<file path="src/rtl/axis_rr_arbiter_pkg.sv">
// Shared types and elaboration helpers for the packet-aware AXI-Stream round-robin arbiter.
package axis_rr_arbiter_pkg;

  typedef enum logic [0:0] {
    ST_IDLE = 1'b0,
    ST_XFER = 1'b1
  } arb_state_t;

  // Source-index width; a single source still needs one bit to hold an index.
  function automatic int idx_width(input int n);
    return (n > 1) ? $clog2(n) : 1;
  endfunction

  // Beat counter only has to reach MAX_BEATS-1, so 0 (unlimited) collapses to one idle bit.
  function automatic int cnt_width(input int max_beats);
    return (max_beats > 0) ? $clog2(max_beats + 1) : 1;
  endfunction

endpackage

</file>
<file path="src/rtl/axis_rr_arbiter_rr_pick.sv">
// Rotating-priority selector: first asserted request after 'last', wrapping modulo N.
// Purely combinational; 'any' is low when no request is present.
module rr_pick
  import axis_rr_arbiter_pkg::*;
#(
  parameter int N  = 4,
  parameter int IW = idx_width(N)
) (
  input  logic [N-1:0]  req,
  input  logic [IW-1:0] last,
  output logic [IW-1:0] gnt_idx,
  output logic          any
);

  always_comb begin
    gnt_idx = '0;
    any     = 1'b0;
    // Offsets 1..N: the previous winner is considered last.
    for (int k = 1; k <= N; k++) begin
      if (!any && req[(int'(last) + k) % N]) begin
        any     = 1'b1;
        gnt_idx = IW'((int'(last) + k) % N);
      end
    end
  end

endmodule

</file>
<file path="src/rtl/axis_rr_arbiter.sv">
// Packet-aware round-robin merge of NREQ AXI-Stream sources into one registered stream.
// Latency 1 cycle in->out plus one arbitration bubble per packet; in_tready follows the output register's space.
module axis_rr_arbiter
  import axis_rr_arbiter_pkg::*;
#(
  parameter int  DW        = 128,
  parameter int  NREQ      = 4,
  parameter int  MAX_BEATS = 0,
  localparam int IW        = $clog2(NREQ)
) (
  input  logic              clk,
  input  logic              reset,
  input  logic              cfg_enable,
  input  logic [NREQ*DW-1:0] in_tdata,
  input  logic [NREQ-1:0]   in_tvalid,
  input  logic [NREQ-1:0]   in_tlast,
  output logic [NREQ-1:0]   in_tready,
  output logic [DW-1:0]     out_tdata,
  output logic              out_tlast,
  output logic [IW-1:0]     out_tid,
  output logic              out_tvalid,
  input  logic              out_tready,
  output logic              busy
);

  localparam int BCW = cnt_width(MAX_BEATS);
  localparam logic [BCW-1:0] LIMIT_CNT = BCW'((MAX_BEATS > 0) ? MAX_BEATS - 1 : 0);

  arb_state_t     state, state_nxt;
  logic [IW-1:0]  grant, grant_nxt;
  logic [IW-1:0]  last_grant, last_grant_nxt;
  logic [BCW-1:0] beat_cnt, beat_cnt_nxt;

  logic [IW-1:0]  pick_idx;
  logic           pick_any;
  logic [DW-1:0]  sel_dat;
  logic           sel_vld;
  logic           sel_last;
  logic           xfer_rdy;
  logic           accept;
  logic           at_limit;

  rr_pick #(
    .N  (NREQ),
    .IW (IW)
  ) u_pick (
    .req     (in_tvalid),
    .last    (last_grant),
    .gnt_idx (pick_idx),
    .any     (pick_any)
  );

  // Granted source's lanes, selected by compare rather than a variable part-select.
  always_comb begin
    sel_dat  = '0;
    sel_vld  = 1'b0;
    sel_last = 1'b0;
    for (int i = 0; i < NREQ; i++) begin
      if (grant == IW'(i)) begin
        sel_dat  = in_tdata[i*DW +: DW];
        sel_vld  = in_tvalid[i];
        sel_last = in_tlast[i];
      end
    end
  end

  // Ready is derived from state and the output register only, never from in_tvalid.
  assign xfer_rdy = (state == ST_XFER) && (!out_tvalid || out_tready);
  assign accept   = xfer_rdy && sel_vld;
  assign at_limit = (MAX_BEATS != 0) && (beat_cnt == LIMIT_CNT);
  assign busy     = (state == ST_XFER);

  always_comb begin
    in_tready = '0;
    if (xfer_rdy) in_tready[grant] = 1'b1;
  end

  always_comb begin
    state_nxt      = state;
    grant_nxt      = grant;
    last_grant_nxt = last_grant;
    beat_cnt_nxt   = beat_cnt;
    case (state)
      ST_IDLE: begin
        if (cfg_enable && pick_any) begin
          grant_nxt = pick_idx;
          state_nxt = ST_XFER;
        end
      end
      ST_XFER: begin
        if (accept) begin
          if (sel_last || at_limit) begin
            last_grant_nxt = grant;
            beat_cnt_nxt   = '0;
            state_nxt      = ST_IDLE;
          end else if (MAX_BEATS != 0) begin
            beat_cnt_nxt = beat_cnt + 1'b1;
          end
        end
      end
      default: state_nxt = ST_IDLE;
    endcase
  end

  always_ff @(posedge clk or posedge reset) begin
    if (reset) begin
      state      <= ST_IDLE;
      grant      <= '0;
      last_grant <= IW'(NREQ - 1);
      beat_cnt   <= '0;
    end else begin
      state      <= state_nxt;
      grant      <= grant_nxt;
      last_grant <= last_grant_nxt;
      beat_cnt   <= beat_cnt_nxt;
    end
  end

  // Output register: a new beat may load in the same cycle the previous one drains.
  always_ff @(posedge clk or posedge reset) begin
    if (reset) begin
      out_tvalid <= 1'b0;
      out_tdata  <= '0;
      out_tlast  <= 1'b0;
      out_tid    <= '0;
    end else if (accept) begin
      out_tvalid <= 1'b1;
      out_tdata  <= sel_dat;
      out_tlast  <= sel_last || at_limit;
      out_tid    <= grant;
    end else if (out_tvalid && out_tready) begin
      out_tvalid <= 1'b0;
    end
  end

endmodule
</file>
<file path="config.mk">
export PLATFORM = sky130hd
export DESIGN_NAME = axis_rr_arbiter
export DESIGN_NICKNAME = d
export VERILOG_FILES = /design/src/rtl/axis_rr_arbiter_pkg.sv /design/src/rtl/axis_rr_arbiter_rr_pick.sv /design/src/rtl/axis_rr_arbiter.sv
export SDC_FILE = /design/constraint.sdc
export NUM_CORES = 1
export LEC_CHECK = 0
export BUFFER_PORTS_ARGS = -buffer_cell sky130_fd_sc_hd__buf_2
export CAP_MARGIN = 20
export CORE_AREA = 3 3 258 260
export CTS_BUF_LIST = sky130_fd_sc_hd__clkbuf_4 sky130_fd_sc_hd__clkbuf_8 sky130_fd_sc_hd__clkbuf_16
export DETAILED_ROUTE_END_ITERATION = 8
export DIE_AREA = 0 0 261 263
export HOLD_SLACK_MARGIN = 0.03
export PLACE_DENSITY_LB_ADDON = 0.15
export SLEW_MARGIN = 25
export SYNTH_ARGS = -nofsm -noshare
export SYNTH_HDL_FRONTEND = slang
export SYNTH_SLANG_ARGS = --single-unit
</file>
<file path="constraint.sdc">
create_clock -name clk -period 4.5 [get_ports clk]
set_input_delay 1.125 -clock clk [delete_from_list [all_inputs] [get_ports clk]]
set_output_delay 1.125 -clock clk [all_outputs]
set_load 0.005 [all_outputs]
</file>
=== Word-level counts from Yosys, hierarchy flattened ===
Cells that the tools add are included.

* Register bits after elaboration: 137
* Bits of input ports: 524
* Output and inout bits: 137
* Logic and storage cells: 87

* $add $sub $neg: 4
* Magnitude comparators: 6
* Eq/ne operators: 3
* Muxes and demuxes: 41
* Bitwise logic cells: 5
* Reduce and logical (&&, ||, !) cells: 21

{| class="wikitable"
|+ Operators with widths
! cell !! count
|-
| $mux 128 || 4
|-
| $mux 1 || 26
|-
| $lt 3x4->1 const B || 4
|-
| $bmux 1 s2 || 4
|-
| $logic_and 1x1->1 || 8
|-
| $mux 2 || 4
|-
| $reduce_or 2->1 || 4
|-
| $add 2x1->2 const B || 2
|-
| $add 2x2->2 const B || 2
|-
| $and 1x1->1 const A || 4
|-
| $eq 2x2->1 const B || 2
|-
| $logic_not 1->1 || 4
|-
| $mux 4 || 1
|-
| $lt 2x3->1 const B || 1
|-
| $reduce_and 3->1 || 1
|-
| $demux 1 s2 || 1
|-
| $eq 2x1->1 const B || 1
|-
| $ge 2x1->1 const B || 1
|-
| $logic_not 2->1 || 1
|-
| $pmux 1 s2 || 1
|-
| $reduce_and 2->1 || 1
|-
| $reduce_bool 2->1 || 1
|-
| $logic_or 1x1->1 || 1
|-
| $not 1->1 || 1
|}

=== Depth between registers and ports, before layout ===
Gate-level depths: netlist of the first run.

* Word-level depth: 19
* Gate-level depth with buffers: 7
* Mapped depth without buffers: 4

=== By module ===
From an unflattened synthesis of the first run, not the netlist that was laid out.

* Cell total of the unflattened synthesis: 490
* Area total of the unflattened synthesis: 8740.9 sq um

{| class="wikitable"
|+ By module, submodules not included
! module !! instances !! cells an instance !! area each (sq um) !! seq. area each (sq um)
|-
| axis_rr_arbiter || 1 || 476 || 8649.5 || 3430.8
|-
| rr_pick || 1 || 14 || 91.3 || 0.0
|}

=== Worst setup path before layout of the first run ===
OpenSTA, ideal clock, no wires.

* Path type: input to output
* From: input port out_tready
* To: output port in_tready[0]
* Data arrival time: 1.532 ns
* Data required time: 3.375 ns
* Slack: 1.843 ns
* Stages on the path: 3
* Buffers on the path: 0
* Cell sequence: nand2b_1 > nand2_1 > nor3_1

* Cells in the longest elaborated chain, start to end: 3

{| class="wikitable"
|+ Ends and longest elaborated chain
! what !! line !! RTL
|-
| start: declaration || axis_rr_arbiter.sv:22 || <nowiki>input logic out_tready,</nowiki>
|-
| $logic_or 1x1->1 || axis_rr_arbiter.sv:68 || <nowiki>assign xfer_rdy = (state == ST_XFER) && (!out_tvalid || out_tready);</nowiki>
|-
| $logic_and 1x1->1 || axis_rr_arbiter.sv:68 ||
|-
| $mux 4 || axis_rr_arbiter.sv:75 || <nowiki>if (xfer_rdy) in_tready[grant] = 1'b1;</nowiki>
|-
| end: declaration || axis_rr_arbiter.sv:17 || <nowiki>output logic [NREQ-1:0] in_tready,</nowiki>
|}

No other way between the ends.

=== Worst setup path in the final report of the first run ===
* From: input port out_tready
* To: output port in_tready[1]

The elaborated chain is that of the path after synthesis.

==> metrics.md, run 1 <==
| Metric | Value |
|---|---|
| Post-Syn Area | between 0.008 and 0.009 mm2 |
| HP Class | reg2reg |
| Final Util | between 20% and 30% |
| Initial antenna violation count | 10 |
| Post-synthesis async set-or-reset flop share | between 90% and 100% |
| Layout cells sized above 1 | 85.0% |
| H-tree Lvls | 4 |
| Sequential Power Share | between 20% and 30% |
| Number of global-route vias before repair | 8340 |
| Nets | around 1700 |
| Final Cell Area | 0.0137 mm2 |
| Filler Cell Count | 7012 |
| Core Area | 0.0643 mm2 |
| Comb power frac | 57.9% |
| RSZ-0062 raised after global routing | false |
| Relative slew slack | 35.5% |
| Worst Skew | 8.94 ps |
| Most used cell, CP | buf_2 |
| Total internal power | 0.00612 W |
| Synth area leader | dfrtp_1 |
| Post-CTS sizing | 0 |
| Post-synthesis sequential element count | 137 |
| Final setup viols | 0 |
| Syn_nets | 1011 |
| TritonCTS Buffers | 17 |
| Largest net degree at the start of global routing | ~140 |
| Clock sinks | 137 |
| Setup CP Type | in2out |
| P per Cell Area | 676 mW/mm2 |
| CP Launch Type | input pin |
| Critical path arrival | 1910 ps |
| Synth Flop Type | dfrtp_1 |
| Total Die Area | between 0.06 and 0.07 mm2 |
| Minimum clock period | 3030 ps |
| Clk_lat worst skew | 460 ps |
| CP delay by family, top | simple AND/OR/NAND/NOR gates |
| DIE HEIGHT | 263 um |
| Initial DRC count | 258 |
| Total power | around 0.0093 W |
| Post-synth top cells | dfrtp_1 (135), mux4_2 (129), mux2_4 (99), mux2_2 (34), buf_2 (20) |
| Port Buf Inserts | 660 |
| Worst-case vdd ir drop | between 0.2 and 0.25 mV |
| Worst Hold Depth | 1 |
| Overall routed net length | 36.8 mm |
| DRC viols | 0 |
| Root buffer cell | clkbuf_16 |
| Most frequent cell after synthesis | dfrtp_1 |
| Starting Density | around 14% |
| Setup bufs post-CTS | 0 |
| Slowest stage delay, CP | 210 ps |
| Inst Count DP | 1975 |
| Unique masters post-synth | 28 |
| Final hold viol count | 0 |
| CP Buf/Inv Count | 2 |
| Post-place instance area | 0.0130 mm2 |
| Site Rows | 93 |
| First-pass GRT wire length | roughly 53 mm |
| Detailed Routing Iterations Pass 1 | 4 |
| Synth area leaders | dfrtp_1 (39%), mux4_2 (33%), mux2_4 (17%), mux2_2 (4.4%), buf_6 (1.4%) |
| Clk pwr share | between 10% and 20% |
| Die W | around 260 um |
| Routed Antenna Nets | 0 |
| Post-synthesis cell count | 487 |
| Layout Cells excl Fill | 2014 |
| Fmax | 330 MHz |
| Via-per-instance ratio | ~3.7 |
| Grt ovf | 0 |
| Routed vias | between 7000 and 8000 |
| R2R depth | 5 |
| Crit path capture type | output pin |
| Sw Share | 33.9% |
| Hold bufs inserted after CTS | 0 |
| Max Cap Violations | 0 |
| Sw Pwr | 0.00314 W |
| Synth Area per Inst | 17.9 um2 |
| GPL Wtd Cong | between 0.8 and 0.9 |
| Hpwl dp | slightly above 30 mm |
| Final period utilization | 67.4% |
| Worst Path Required | 3380 ps |
| Post-synthesis sequential area ratio | 39.3% |
| IO Count | 661 |
| Drt wl/cell | around 18 um |
| Leakage | 6.42 nW |
| Slowest CP cell | nand2b_1 |
| P&R area growth vs syn | 56.9% |
| Crit path max fanout | 4 |
| Synth top area share | 38.7% |
| CTS tree | yes |
| Clk buf depth | 2 |
| Sum Neg Setup Slack | 0 ps |
| All-Layer GR Usage | a little over a tenth |
| Number of flops mapped to enable cells by yosys | 0 |
| Critical-path cell list | buf_2 > nand2b_1 > nand2_1 > nor3_1 > buf_2 |
| Clock slew at reported path FFs | 60 ps |
| Fin. max-slew vios | 0 |
| Status | finished clean |
| Synth warnings | 0 |
| Actual slew at the worst max-slew pin | around 960 ps |
| Crit. path cell count | 5 |
through the flow:
stage          setup slack [ps]  hold slack, ps
2_1_floorplan              1670             504
3_3_place_gp               1140             487
3_5_place_dp               1100             486
4_1_cts                    1430             504
5_1_grt                    1360             513
6_report                   1470             500
routing by layer:
layer	up-vias	global-route usage, %	part of all wire (%)
li1	3315	-	-
met1	3705	10.8	35
met2	332	19.0	54
met3	40	3.92	8.7
met4	4	4.12	2.1
met5	-	0	0.092
cell families (layout without fill, tap and decap cells):
| logic type | Yosys count | after routing | synth area share (%) |
|---|---|---|---|
| other | 0 | 7 | 0 |
| buffers and inverters | 50 | 715 | 3.38 |
| AND/OR/NAND/NOR | 22 | 22 | 1.32 |
| flip-flops | 137 | 137 | 39.3 |
| multiplexers | 264 | 264 | 54.9 |
| AO/OA/AOI/OAI | 14 | 14 | 1.13 |
flip-flops by register name, indices dropped and copies added, names as in the netlist:
name,flops
busy,1
grant,2
last_grant,2
out_tdata,128
out_tid,2
out_tlast,1
out_tvalid,1
path summary, 6_finish.rpt:
check | slack [ps] | endpoint | from
worst min-delay path | 500 | out_tdata[87]$_DFFE_PP0P_ | out_tdata[87]$_DFFE_PP0P_
worst min register to register | 500 | out_tdata[87]$_DFFE_PP0P_ | out_tdata[87]$_DFFE_PP0P_
min in group asynchronous | 810 | out_tdata[62]$_DFFE_PP0P_ | reset
worst max register to register | 1680 | out_tdata[35]$_DFFE_PP0P_ | grant[0]$_DFFE_PP0P_
max in group asynchronous | 2880 | out_tdata[38]$_DFFE_PP0P_ | reset
worst max-delay path | 1470 | in_tready[1] | out_tready
layout make-up:
class	instances	area [um2]	area share, %
clock inverter	9	149	1.09
timing repair buffer	678	3500	25.6
tap	855	1070	7.81
antenna	7	17.5	0.128
inverter	5	22.5	0.164
sequential	137	3440	25.1
clock buffer	23	483	3.53
multi-input combinational	300	5020	36.6
cells in the final DEF, fill, tap and decap left out, types with 5 or more instances in the layout:
| cell type | instances |
|---|---|
| mux2_2 | 34 |
| mux4_2 | 129 |
| buf_12 | 5 |
| nand2_1 | 5 |
| buf_2 | 660 |
| diode_2 | 7 |
| clkbuf_16 | 17 |
| dfrtp_1 | 133 |
| buf_4 | 12 |
| mux2_4 | 99 |
power by group through the flow:
stage          registers, W  logic, W  clock network, W
2_1_floorplan       0.00230   0.00377                 0
3_3_place_gp        0.00240   0.00550                 0
3_5_place_dp        0.00238   0.00551                 0
4_1_cts             0.00238   0.00553           0.00163
5_1_grt             0.00246   0.00576           0.00168
6_report            0.00236   0.00536           0.00154
Note: power is estimated with default switching activity, not from simulation.
==> run 2: changes to the inputs <==
CORE_AREA = 3 3 259 261   (was 3 3 258 260)
DIE_AREA = 0 0 262 264   (was 0 0 261 263)
clock period = 3.2 ns   (was 4.5 ns; I/O delays follow)
==> run 2 against run 1 <==
Net effect: die area up 0.76%; combinational power is 40% higher; clock power rose by 35%; register-to-register slack got worse by 810 ps; clock skew is 3.8 ps higher; critical endpoint is now in_tready[2]; sequential power is 37% higher; sequential share of layout area rose by 0.11 points; largest cell class unchanged.
==> metrics.md, run 2 (synthesis gave the netlist of run 1 again) <==
| Metric | Value |
|---|---|
| Post-CTS sizing | 0 (unchanged) |
| Worst-case vdd ir drop | 0.664 mV (+170%) |
| Crit. path cell count | 3 (-2) |
| Hold bufs inserted after CTS | 0 (unchanged) |
| Routed Antenna Nets | 0 (unchanged) |
| Setup CP Type | reg2out |
| Crit path capture type | output pin |
| All-Layer GR Usage | 9.89% (-0.55 points) |
| Actual slew at the worst max-slew pin | 891 ps (-72.3 ps) |
| Final setup viols | 0 (unchanged) |
| IO Count | 661 (unchanged) |
| CP Buf/Inv Count | 2 (unchanged) |
| Clk buf depth | 2 (unchanged) |
| Critical-path cell list | buf_12 > nor3_1 > buf_2 |
| Setup bufs post-CTS | 0 (unchanged) |
| Fin. max-slew vios | 0 (unchanged) |
| Clk_lat worst skew | 470 ps (about the same) |
| TritonCTS Buffers | 17 (unchanged) |
| Drt wl/cell | 17.6 um (-3.6%) |
| First-pass GRT wire length | 50.7 mm (-3.8%) |
| H-tree Lvls | 4 (unchanged) |
| Sum Neg Setup Slack | 0 ps (unchanged) |
| HP Class | in2async |
| Minimum clock period | between 2000 and 2500 ps |
| Met2 Use GR | 18.6% (-0.35 points) |
| CP delay by family, top | flip-flops |
| Commonest non-fill, non-tap cell in the layout | buf_2 |
| DIE HEIGHT | 264 um (+0.38%) |
| Starting Density | 13.5% (-0.073 points) |
| Max Cap Violations | 0 (unchanged) |
| Largest net degree at the start of global routing | 71 (-49%) |
| Max reg flops | 128 (unchanged) |
| Clock sinks | 137 (unchanged) |
| Routing usage on met3 | 3.21% (-0.71 points) |
| Overall routed net length | 35.3 mm (-4.1%) |
| Total Die Area | 0.0692 mm2 (+0.76%) |
| Detailed Routing Iterations Pass 1 | 5 (+1) |
| Final Util | 21.1% (-0.21 points) |
| Via-per-instance ratio | 3.64 (-0.76%) |
| Slowest CP cell | dfrtp_4 |
| Site Rows | 93 (unchanged) |
| Status | finished clean |
| Layout cells sized above 1 | 84.9% (about the same) |
| Final hold viol count | 0 (unchanged) |
| Slowest stage delay, CP | 530 ps (+320 ps) |
| Worst Skew | 12.7 ps (+3.78 ps) |
| Routed vias | 7300 (-1.3%) |
| Leakage | 6.37 nW (-0.69%) |
| Nets | 1658 (-0.30%) |
| GPL Wtd Cong | 0.781 (-2.7%) |
| Most Crowded Layer GR | met2 |
| Fmax | 403 MHz |
| Initial DRC count | 259 (+0.39%) |
| CTS tree | yes |
| Final period utilization | 77.5% |
| Worst Path Required | 2400 ps (-980 ps) |
| Critical path arrival | 1680 ps (-230 ps) |
| Crit path max fanout | 70 (+66) |
| P&R area growth vs syn | 56.2% |
| Core Area | 0.0647 mm2 (+0.54%) |
| Clock slew at reported path FFs | 70 ps (about the same) |
| RSZ-0062 raised after global routing | false |
| CP Launch Type | register |
| Initial antenna violation count | 1 (-9) |
| Hpwl dp | 29.3 mm (-2.8%) |
| Largest Register | out_tdata |
| Number of global-route vias before repair | 8250 (-1.1%) |
| DRC viols | 0 (unchanged) |
| Grt ovf | 0 (unchanged) |
| Die W | 262 um (+0.38%) |
| R2R depth | 4 (-1) |
| P per Cell Area | 942 mW/mm2 (+39%) |
| Relative slew slack | 40.6% (+5.1 points) |
| Commonest cells after routing, fill and taps aside | buf_2 (660), dfrtp_1 (133), mux4_2 (129) |
| Root buffer cell | clkbuf_16 |
| Met1 usage in global routing | 9.98% (-0.77 points) |
| Port Buf Inserts | 660 (unchanged) |
## run 2: where the power goes
group / switching (W) / internal [W] / leakage (nW)
Clock: 0.000825 / 0.00126 / 0.293
Combinational: 0.00303 / 0.00449 / 4.48
Sequential: 0.000544 / 0.00270 / 1.61
## run 2: routing by layer
layer  up-vias  share of wire [%]
met2       338                 55
li1       3294                  -
met5         -                  0
met1      3629                 34
met4         0                2.4
met3        39                8.0
## run 2: per-stage QoR
step | total power (W) | instance area [um2] | setup slack, ps | hold slack (ps) | std cells
6_report | 0.0128 | 13600 | 720 | 346 | 2003
2_1_floorplan | 0.00854 | 8740 | 695 | 504 | 487
3_5_place_dp | 0.0110 | 13000 | 528 | 488 | 1970
4_1_cts | 0.0132 | 13600 | 635 | 303 | 2002
5_1_grt | 0.0137 | 13600 | 555 | 337 | 2003
3_3_place_gp | 0.0110 | 13000 | 555 | 487 | 1970
## run 2: worst reg2reg max path: stages, from the launching register on
cell	delay, ps
dfrtp_4	550
buf_4	360
buf_4	570
mux4_2	470
mux2_4	270
## run 2: area by class of cell
| cell class | count | area [um2] |
|---|---|---|
| sequential | 137 | 3440 |
| timing repair buffer | 673 | 3490 |
| multi-input combinational | 300 | 5020 |
| fill | 7125 | 51100 |
| clock buffer | 20 | 454 |
| inverter | 5 | 22.5 |
| antenna | 1 | 2.50 |
| tap | 855 | 1070 |
| clock inverter | 12 | 150 |
## run 2: final timing paths
path                                                start                          to  slack [ps]
worst max-delay path                 grant[0]$_DFFE_PP0P_                in_tready[2]         720
max in group asynchronous                           reset   out_tdata[17]$_DFFE_PP0P_        2100
worst min register to register  out_tdata[90]$_DFFE_PP0P_   out_tdata[90]$_DFFE_PP0P_         500
worst min-delay path                                reset   out_tdata[68]$_DFFE_PP0P_         350
worst max register to register       grant[1]$_DFFE_PP0P_  out_tdata[120]$_DFFE_PP0P_         870
min in group clk                out_tdata[90]$_DFFE_PP0P_   out_tdata[90]$_DFFE_PP0P_         500
==> run 3: changes to the inputs <==
clock period = 2.3 ns   (was 3.2 ns; I/O delays follow)
==> run 3 against run 2 <==
Net effect: worst hold slack worse by 130 ps; first-iteration DRC count down 13%; clock skew down 2.3 ps; combinational power rose by 49%; sequential share of layout area shrank 0.69 points; flip-flop and latch count unchanged; sequential power is 39% higher; critical path type unchanged; critical endpoint is now in_tready[1].
==> metrics.md, run 3 (synthesis gave the netlist of run 1 again) <==
| Metric | Value |
|---|---|
| Total Die Area | 0.0692 mm2 (unchanged) |
| Leakage | 6.58 nW (+3.3%) |
| RSZ-0062 raised after global routing | true |
| All-Layer GR Usage | 10.3% (+0.41 points) |
| CP startpoint | grant[1]$_DFFE_PP0P_ |
| P&R area growth vs syn | 60.6% |
| GPL Wtd Cong | 0.760 (-2.7%) |
| Crit path capture type | output pin |
| HP Class | in2async |
| R2R depth | 6 (+2) |
| Max reg flops | 128 (unchanged) |
| Setup ws final | 87.2 ps (-633 ps) |
| Final Cell Area | 0.0140 mm2 (+2.8%) |
| H-tree Lvls | 4 (unchanged) |
| Root buffer cell | clkbuf_16 |
| Worst-case hold slack | 220 ps (-126 ps) |
| Crit path max fanout | 72 (+2.9%) |
| Clock slew at reported path FFs | 60 ps (about the same) |
| Total power | 0.0189 W (+47%) |
| Routed Antenna Nets | 0 (unchanged) |
| Routed vias | 7448 (+2.0%) |
| Setup CP Type | reg2out |
| Largest Register | out_tdata |
| Initial antenna violation count | 3 (+2) |
| Drt wl/cell | 17.9 um (+1.9%) |
| Hpwl dp | 30.9 mm (+5.2%) |
| Die W | 262 um (unchanged) |
| Starting Density | 13.5% (unchanged) |
| WL met2 | 20.2 mm (+3.6%) |
| Fmax | 452 MHz |
| Top layer reached by signal wires | met4 |
| RR Endpoint | out_tdata[111]$_DFFE_PP0P_ |
| R2R Setup Slk | 260 ps (-610 ps) |
| Grt ovf | 0 (unchanged) |
| Max Cap Violations | 0 (unchanged) |
| Nets | 1686 (+1.7%) |
| Core Area | 0.0647 mm2 (unchanged) |
| Site Rows | 93 (unchanged) |
| Setup bufs post-CTS | 0 (unchanged) |
| Detailed Routing Iterations Pass 1 | 4 (-1) |
| Worst-case vdd ir drop | 0.563 mV (-15%) |
| Worst Path Required | 1730 ps (-670 ps) |
| WL met3 | 2.96 mm (+4.4%) |
| Initial DRC count | 226 (-13%) |
| Fin. max-slew vios | 0 (unchanged) |
| CTS tree | yes |
| Commonest non-fill, non-tap cell in the layout | buf_2 |
| P per Cell Area | 1350 mW/mm2 (+43%) |
| Critical path arrival | 1640 ps (-40 ps) |
| Status | finished clean |
| DRC viols | 0 (unchanged) |
| Final hold viol count | 0 (unchanged) |
| Minimum clock period | 2210 ps |
| TritonCTS Buffers | 17 (unchanged) |
| Port Buf Inserts | 660 (unchanged) |
| Final period utilization | 96.2% |
| Via-per-instance ratio | 3.66 (+0.52%) |
| Worst Skew | 10.5 ps (-2.27 ps) |
| Number of global-route vias before repair | 8548 (+3.6%) |
| Final setup viols | 0 (unchanged) |
| Overall routed net length | 36.5 mm (+3.4%) |
| Reg2reg start | grant[0]$_DFFE_PP0P_ |
| Largest net degree at the start of global routing | 73 (+2.8%) |
| Commonest cells after routing, fill and taps aside | buf_2 (660), dfrtp_1 (133), mux4_2 (129) |
| M1 WL | 12.5 mm (+3.5%) |
| Clk buf depth | 2 (unchanged) |
| Clk_lat worst skew | 460 ps (about the same) |
| DIE HEIGHT | 264 um (unchanged) |
| Relative slew slack | 65.4% (+25 points) |
| Layout cells sized above 1 | 85.4% (+0.53 points) |
| Sum Neg Setup Slack | 0 ps (unchanged) |
| First-pass GRT wire length | 52.8 mm (+4.2%) |
| CP Launch Type | register |
| Actual slew at the worst max-slew pin | 518 ps (-373 ps) |
| Post-place instance area | 0.0133 mm2 (+2.2%) |
| IO Count | 661 (unchanged) |
| Clock sinks | 137 (unchanged) |
| Pre-CTS setup slack | 103 ps (-425 ps) |
==> run 3: power breakdown <==
| part | leakage (nW) | total (W) | internal [W] | switching [W] |
|---|---|---|---|---|
| Sequential | 1.61 | 0.00451 | 0.00376 | 0.000752 |
| Combinational | 4.64 | 0.0112 | 0.00673 | 0.00442 |
| Clock | 0.334 | 0.00327 | 0.00212 | 0.00115 |
| Total | 6.58 | 0.0189 | 0.0126 | 0.00633 |
==> run 3: stage by stage <==
stage               utilization (%)  instances
floorplan                         -        487
global placement               20.6       1998
detailed placement             20.6       1998
CTS                            21.7       2030
global route                   21.7       2033
finish                         21.7       2033
==> run 3: layer usage <==
metal	global-route usage (%)	up-vias
met4	3.65	0
li1	-	3355
met1	10.4	3726
met5	0	-
met2	19.4	333
met3	3.45	34
==> run 3: how the worst max path moves through the flow <==
stage | to | slack [ps] | cells past startpoint
2_1_floorplan | busy$_DFF_PP0_ | 20 | 1
3_3_place_gp | out_tdata[111]$_DFFE_PP0P_ | 110 | 7
3_5_place_dp | out_tdata[111]$_DFFE_PP0P_ | 100 | 7
4_1_cts | in_tready[1] | 50 | 3
5_1_grt | in_tready[1] | -7 | 3
6_report | in_tready[1] | 90 | 3
==> run 3: worst max-delay path, cell delays in order (launching register included) <==
cell and delay, ps:
dfrtp_4 530, buf_12 200, nor3_2 230, buf_2 160
==> run 3: final cells by class <==
type	count	area [um2]
tap	855	1070
antenna	3	7.51
sequential	137	3440
timing repair buffer	701	3770
multi-input combinational	300	5030
fill	7072	50700
inverter	5	22.5
clock inverter	11	219
clock buffer	21	468
==> run 3: timing repair <==
item                       in CTS  in global routing
gates resized for setup         1                  1
setup endpoints to repair       1                  2
hold buffers                    0                  0
cloned                          0                  0
